### config.mk
export PLATFORM = sky130hd
export DESIGN_NAME = db_cbf_ram_ctrl
export DESIGN_NICKNAME = d
export VERILOG_FILES = /design/src/rtl/db_cbf_ram_ctrl.sv
export SDC_FILE = /design/constraint.sdc
export NUM_CORES = 1
export LEC_CHECK = 0
export ABC_AREA = 0
export CAP_MARGIN = 20
export CELL_PAD_IN_SITES_DETAIL_PLACEMENT = 1
export CELL_PAD_IN_SITES_GLOBAL_PLACEMENT = 2
export CORE_MARGIN = 1.5
export CORE_UTILIZATION = 24
export DETAILED_ROUTE_END_ITERATION = 12
export HOLD_SLACK_MARGIN = 0.05
export PLACE_DENSITY_LB_ADDON = 0.25
export SETUP_SLACK_MARGIN = 0.3
export SLEW_MARGIN = 20
export SYNTH_ARGS = -nofsm -noshare
export SYNTH_HDL_FRONTEND = slang
export SYNTH_SLANG_ARGS = --single-unit
### constraint.sdc
create_clock -name clk -period 1.7 [get_ports clk]
set_input_delay 0.255 -clock clk [delete_from_list [all_inputs] [get_ports clk]]
set_output_delay 0.255 -clock clk [all_outputs]
set_load 0.005 [all_outputs]
### src/rtl/db_cbf_ram_ctrl.sv
// Sequencer and arbiter for the deblocking CBF flag RAM (64x16, single port).
// Shares the port between a read-modify-write flag writer and a word reader, and runs a full clear.
module db_cbf_ram_ctrl (
   input  logic        clk,
   input  logic        rst_n,
   input  logic        clr_start_i,
   output logic        clr_busy_o,
   output logic        clr_done_o,
   input  logic        wr_req_i,
   input  logic [5:0]  wr_adr_i,
   input  logic [15:0] wr_msk_i,
   input  logic [15:0] wr_dat_i,
   output logic        wr_ack_o,
   input  logic        rd_req_i,
   input  logic [5:0]  rd_adr_i,
   output logic        rd_ack_o,
   output logic        rd_vld_o,
   output logic [15:0] rd_dat_o,
   output logic [5:0]  ram_adr_o,
   output logic        ram_cen_o,
   output logic        ram_wen_o,
   output logic [15:0] ram_wr_dat_o,
   input  logic [15:0] ram_rd_dat_i
);

   typedef enum logic [1:0] {IDLE, RMW_WR, CLR} state_t;

   state_t      state;
   logic [5:0]  cnt;
   logic [5:0]  adr_q;
   logic [15:0] msk_q;
   logic [15:0] dat_q;
   logic        rd_pri;
   logic        arb_ok;

   assign clr_busy_o = (state == CLR);
   assign rd_dat_o   = ram_rd_dat_i;

   // rd_pri holds the round-robin pointer: set when the reader lost the last contested cycle
   always_comb begin
      arb_ok       = (state == IDLE) && !clr_start_i;
      rd_ack_o     = arb_ok && rd_req_i && (!wr_req_i || rd_pri);
      wr_ack_o     = arb_ok && wr_req_i && (!rd_req_i || !rd_pri);
      ram_cen_o    = 1'b1;
      ram_wen_o    = 1'b1;
      ram_adr_o    = '0;
      ram_wr_dat_o = '0;
      case (state)
         IDLE: begin
            if (rd_ack_o) begin
               ram_cen_o = 1'b0;
               ram_adr_o = rd_adr_i;
            end else if (wr_ack_o) begin
               ram_cen_o = 1'b0;
               ram_adr_o = wr_adr_i;
            end
         end
         RMW_WR: begin
            ram_cen_o    = 1'b0;
            ram_wen_o    = 1'b0;
            ram_adr_o    = adr_q;
            ram_wr_dat_o = (ram_rd_dat_i & ~msk_q) | (dat_q & msk_q);
         end
         CLR: begin
            ram_cen_o = 1'b0;
            ram_wen_o = 1'b0;
            ram_adr_o = cnt;
         end
         default: ;
      endcase
   end

   always_ff @(posedge clk or negedge rst_n) begin
      if (!rst_n) begin
         state      <= IDLE;
         cnt        <= '0;
         adr_q      <= '0;
         msk_q      <= '0;
         dat_q      <= '0;
         rd_pri     <= 1'b1;
         rd_vld_o   <= 1'b0;
         clr_done_o <= 1'b0;
      end else begin
         rd_vld_o   <= rd_ack_o;
         clr_done_o <= 1'b0;
         if (arb_ok && rd_req_i && wr_req_i)
            rd_pri <= !rd_ack_o;
         case (state)
            IDLE: begin
               if (clr_start_i) begin
                  state <= CLR;
                  cnt   <= '0;
               end else if (wr_ack_o) begin
                  adr_q <= wr_adr_i;
                  msk_q <= wr_msk_i;
                  dat_q <= wr_dat_i;
                  state <= RMW_WR;
               end
            end
            // a clear requested during the merge write starts right after it
            RMW_WR: begin
               if (clr_start_i) begin
                  state <= CLR;
                  cnt   <= '0;
               end else begin
                  state <= IDLE;
               end
            end
            CLR: begin
               cnt <= cnt + 6'd1;
               if (cnt == 6'd63) begin
                  state      <= IDLE;
                  clr_done_o <= 1'b1;
               end
            end
            default: state <= IDLE;
         endcase
      end
   end

endmodule
* After elaboration in Yosys (flattened, before gate mapping) *
Cells that the tools add are included.

storage, ports and cells
  flip-flop bits (word level) = 49
  bits in latches = 0
  RAM bits = 0
  ROM bits = 0
  input port bits = 65
  output and inout bits = 45
  logic and storage cells = 57
  memories kept = 0

cells by class
  $add $sub $neg = 1
  multiply operators = 0
  div/mod/pow operators = 0
  order comparisons = 0
  equality and inequality tests = 6
  shifts and indexed selects = 0
  muxes and demuxes = 17
  bitwise gates (word level) = 5
  reduce and logical (&&, ||, !) cells = 20

operator list
  operator             number
  $and 16x16->16       2
  $mux 6               3
  $pmux 6 s3           1
  $mux 16              1
  $not 16->16          1
  $or 16x16->16        1
  $pmux 6 s2           1
  $mux 2               4
  $add 6x1->6 const B  1
  $eq 6x6->1 const B   1
  $logic_and 1x1->1    6
  $pmux 2 s3           1
  $logic_not 1->1      5
  $mux 1               5
  $ne 2x1->1 const B   2
  $reduce_and 2->1     2
  $reduce_or 2->1      2
  $ne 3x3->1 const B   1
  $reduce_and 3->1     1
  $eq 2x1->1 const B   1
  $eq 2x2->1 const B   1
  $logic_not 2->1      1
  $logic_or 1x1->1     2
  $pmux 1 s2           1
  2 further kinds      2

* Logic depth before layout (Yosys ltp) *
  word-level depth = 7
  depth in mapped cells = 7
  mapped depth without buffers = 5

* Worst setup path before layout *
OpenSTA, ideal clock, no wires.

  kind = reg-to-reg
  from = reg state[0]
  to = reg adr_q[0]
  data arrival time = 1548 ps
  data required time = 1575 ps
  setup slack = 27 ps
  cell stages (with the launch flop) = 8
  buffers on the path = 2
  period minus slack after synthesis = 1673 ps
  cell sequence = dfrtp_1 > inv_1 > ha_1 > and2b_1 > nand2_2 > buf_6 > buf_6 > mux2_4

on the way
  cells in the longest elaborated chain, start to end = 5

ends and longest elaborated chain
  item                            RTL line  source
  start: declaration              28        state_t state;
  start signal: assignment        75        state <= IDLE;
  start signal: assignment        91        state <= CLR;
  start signal: assignment        97        state <= RMW_WR;
  $logic_not 2->1 (*)             41, 88
  $logic_and 1x1->1               41        arb_ok = (state == IDLE) && !clr_start_i;
  $logic_and 1x1->1 (2 in a row)  43        wr_ack_o = arb_ok && wr_req_i && (!rd_req_i || !rd_pri);
  $reduce_and 3->1 (no line) (*)  -
  end signal: assignment          94        adr_q <= wr_adr_i;
  end: declaration                30        logic [5:0] adr_q;

Mark *: on every way between the ends. The rest lies on a longest branch, timed or not.
A chain may end at the register's enable or synchronous reset.

* Worst setup path after layout *
  from = reg state[0]
  to = out ram_adr_o[2]

on the way
  cells in the longest elaborated chain, start to end = 7

ends and longest elaborated chain
  item                            RTL line  source
  $logic_not 2->1                 41, 48
  $logic_and 1x1->1               41
  $logic_and 1x1->1 (2 in a row)  43
  $mux 6                          53        end else if (wr_ack_o) begin
  $mux 6                          50        if (rd_ack_o) begin
  $pmux 6 s3 (*)                  48        case (state)
  end: declaration                19        output logic [5:0] ram_adr_o,

Marked as above.

==> impl_metrics.tcl <==
set metrics [dict create \
    diodes 0 \
    numCtsBuffers 5 \
    stdcell_count 523 \
    dr.max_layer_used "met4" \
    min_period_over_period 1.13 \
    path_delay_family "flip-flops" \
    drive_gt1_frac 0.517 \
    violations "setup timing" \
    cts_tree "yes" \
    avgRoutedWirePerCell_um 17.6 \
    crit_path_end_kind "output port" \
    drt_iter0_drc 51 \
    status "finished, violations left" \
    drt-total-wl_mm 9.19 \
    critPathMaxStageDelay_ps 410 \
    final_util 0.468 \
    cp_slowest_cell "dfrtp_1" \
    whs_ps 477 \
    grt_pass1_vias 2576 \
    syn_area_per_cell_um2 12.1 \
    fillers 1143 \
    synth_edf_count 0 \
    die_h_um 109 \
    finalSetupTns_ps -8030 \
    wl_met2_mm 4.88 \
    final-setup-viol-count 69 \
    wl_met3_um 375 \
    cts_root_buffer "clkbuf_8" \
    core-area_mm2 0.0108 \
    final_cell_area_mm2 0.00507 \
    h-tree-depth 2 \
    ys_seq_area_frac 0.458 \
    firstDrtPassIters 4 \
    dieArea_mm2 0.0118 \
    worstSetupPathType "register to output port" \
    min-delay-path-class "primary input to asynchronous set/reset pin" \
    grt_usage 0.156 \
    slew_headroom 0.659 \
    io_buffers 109 \
    antenna_found_initial 0 \
    crit_chain "inv_2 > ha_4 > and2b_2 > nand2b_4 > buf_6 > o22ai_2 > buf_2" \
    synthFlopType "dfrtp_1" \
    grt-ovfl-total 0 \
    hold_viol 0 \
    ant_nets 0 \
    preCtsSetupSlack_ps -463 \
    vias_per_cell 4.55 \
    route.detailed.drc 0 \
    io_pins 110 \
    grt_max_degree 18 \
    wl_met1_mm 3.85 \
    crit_path_max_fanout 5 \
    synthTopCellsByArea "dfrtp_1 (45%), mux2_2 (13%), mux2i_1 (7.8%), mux2_4 (5.0%), buf_4 (4.5%)" \
    vias 2381 \
    worst-endpoint-required_ps 1440 \
    rsz0062_at_grt "true" \
    dp.cells 480 \
    maxSlewViolCount 0 \
    p_per_area_mw_per_mm2 1370 \
    total_power_mw 6.95 \
    clkTransAtPathRegs_ps 90 \
    setup_ws_ps -222 \
    skew_ps 4.18 \
    rows 38 \
    syn_area_mm2 0.00268 \
    gp_congestion 0.864 \
    startpoint_type "register" \
    synthCells 222 \
    synth_top_area_cell "dfrtp_1" \
    dp_hpwl_mm 5.76 \
    yosysTopAreaCellShare 0.448 \
    p_leak_nw 2.36 \
    yosys.cell_types.count 38 \
    clk_path_buf_depth 2 \
    start_util 0.247 \
    syn2layout_area_growth_pct 89.4 \
    syn_nets 292 \
    nets 452 \
    crit_buf_inv 3 \
    cp.arrival_ps 1670 \
    timing.fmax_mhz 520 \
    synthTopCellsByCount "dfrtp_1 (48), mux2_2 (30), mux2i_1 (21)" \
    finalWorstPathRequiredPeriod_ps 1920 \
    max-cap-violations 0 \
    insertion_delay_ps 300 \
    synth_warnings 0 \
    ir_worst_vdd_mv 0.468 \
    yosysMostFrequentCell "dfrtp_1" \
    placed_area_mm2 0.00411 \
    die_w_um 109 \
    clock-sinks 49 \
    ys_seq_elements 49 \
    async_flop_share 1.00 \
    grt_pass1_wl_mm 13.9 \
    worst_pin_slew_ps 511 \
]
[sequential cells by signal (all words and copies together) (netlist names)]
signal,count
state,2
dat_q,16
clr_done_o,1
cnt,6
adr_q,6
rd_pri,1
msk_q,16
rd_vld_o,1
[path summary, 6_finish.rpt]
kind                           from      endpoint  slack, ps  depth (start not counted)
min in group clk           dat_q[7]      dat_q[7]        520                          1
max in group asynchronous     rst_n        rd_pri        660                          3
min                           rst_n     msk_q[14]        480                          2
max reg2reg                state[0]        cnt[5]       -210                          7
max                        state[0]  ram_adr_o[2]       -220                          7
min reg2reg                dat_q[7]      dat_q[7]        520                          1
[logic make-up (layout without fill, tap and decap cells)]
group,after synthesis,after routing,synth area share
mux,60,60,0.255
simple gates,39,39,0.0822
fa+ha+maj,5,5,0.0234
compound gates,37,37,0.103
buf+inv,31,192,0.0752
flops,49,49,0.458
xor+xnor,1,1,0.00327
[metal layers]
layer	up-vias	global-route usage
met5	-	0
met3	9	0.0359
met2	56	0.277
met1	1209	0.193
li1	1107	-
met4	0	0.0310
[final cells by class]
| type | instances | area, um2 | area share |
|---|---|---|---|
| repair buffers | 179 | 1860 | 0.366 |
| multi-input cells | 142 | 1700 | 0.334 |
| flip-flops and latches | 49 | 1230 | 0.242 |
| well taps | 140 | 175 | 0.0345 |
| clock buffers | 7 | 96.3 | 0.0190 |
| inverters | 5 | 18.8 | 0.00370 |
| clock inverters | 1 | 5.00 | 0.000986 |
[repair_timing]
item                                    CTS  global route
resized for setup                       222            29
pin swaps                                23            16
cloned                                    8             0
hold endpoints to repair                 15             0
hold buffers                              1             0
endpoints found under the setup margin   90            75
setup buffers                            19             7
[report_power, final]
| group | internal [mW] | switching [mW] |
|---|---|---|
| Sequential | 1.70 | 0.387 |
| Clock | 0.369 | 0.397 |
| Combinational | 2.61 | 1.49 |
[cells in the final DEF, fill, tap and decap left out, types with 4 or more instances in the layout]
cell type / instances
ha_4: 4
clkbuf_8: 7
mux2i_1: 21
inv_2: 4
buf_2: 24
buf_6: 22
o21ai_0: 5
clkdlybuf4s50_1: 63
nor2b_4: 13
nand2_1: 4
dfrtp_1: 47
mux2_4: 39
o22ai_2: 6
a22oi_2: 6
nor2b_1: 4
a32oi_1: 6
nor2_1: 4
dlygate4sd2_1: 17
buf_12: 8
buf_16: 9
buf_4: 31
Power figures use the tool's default switching activity.
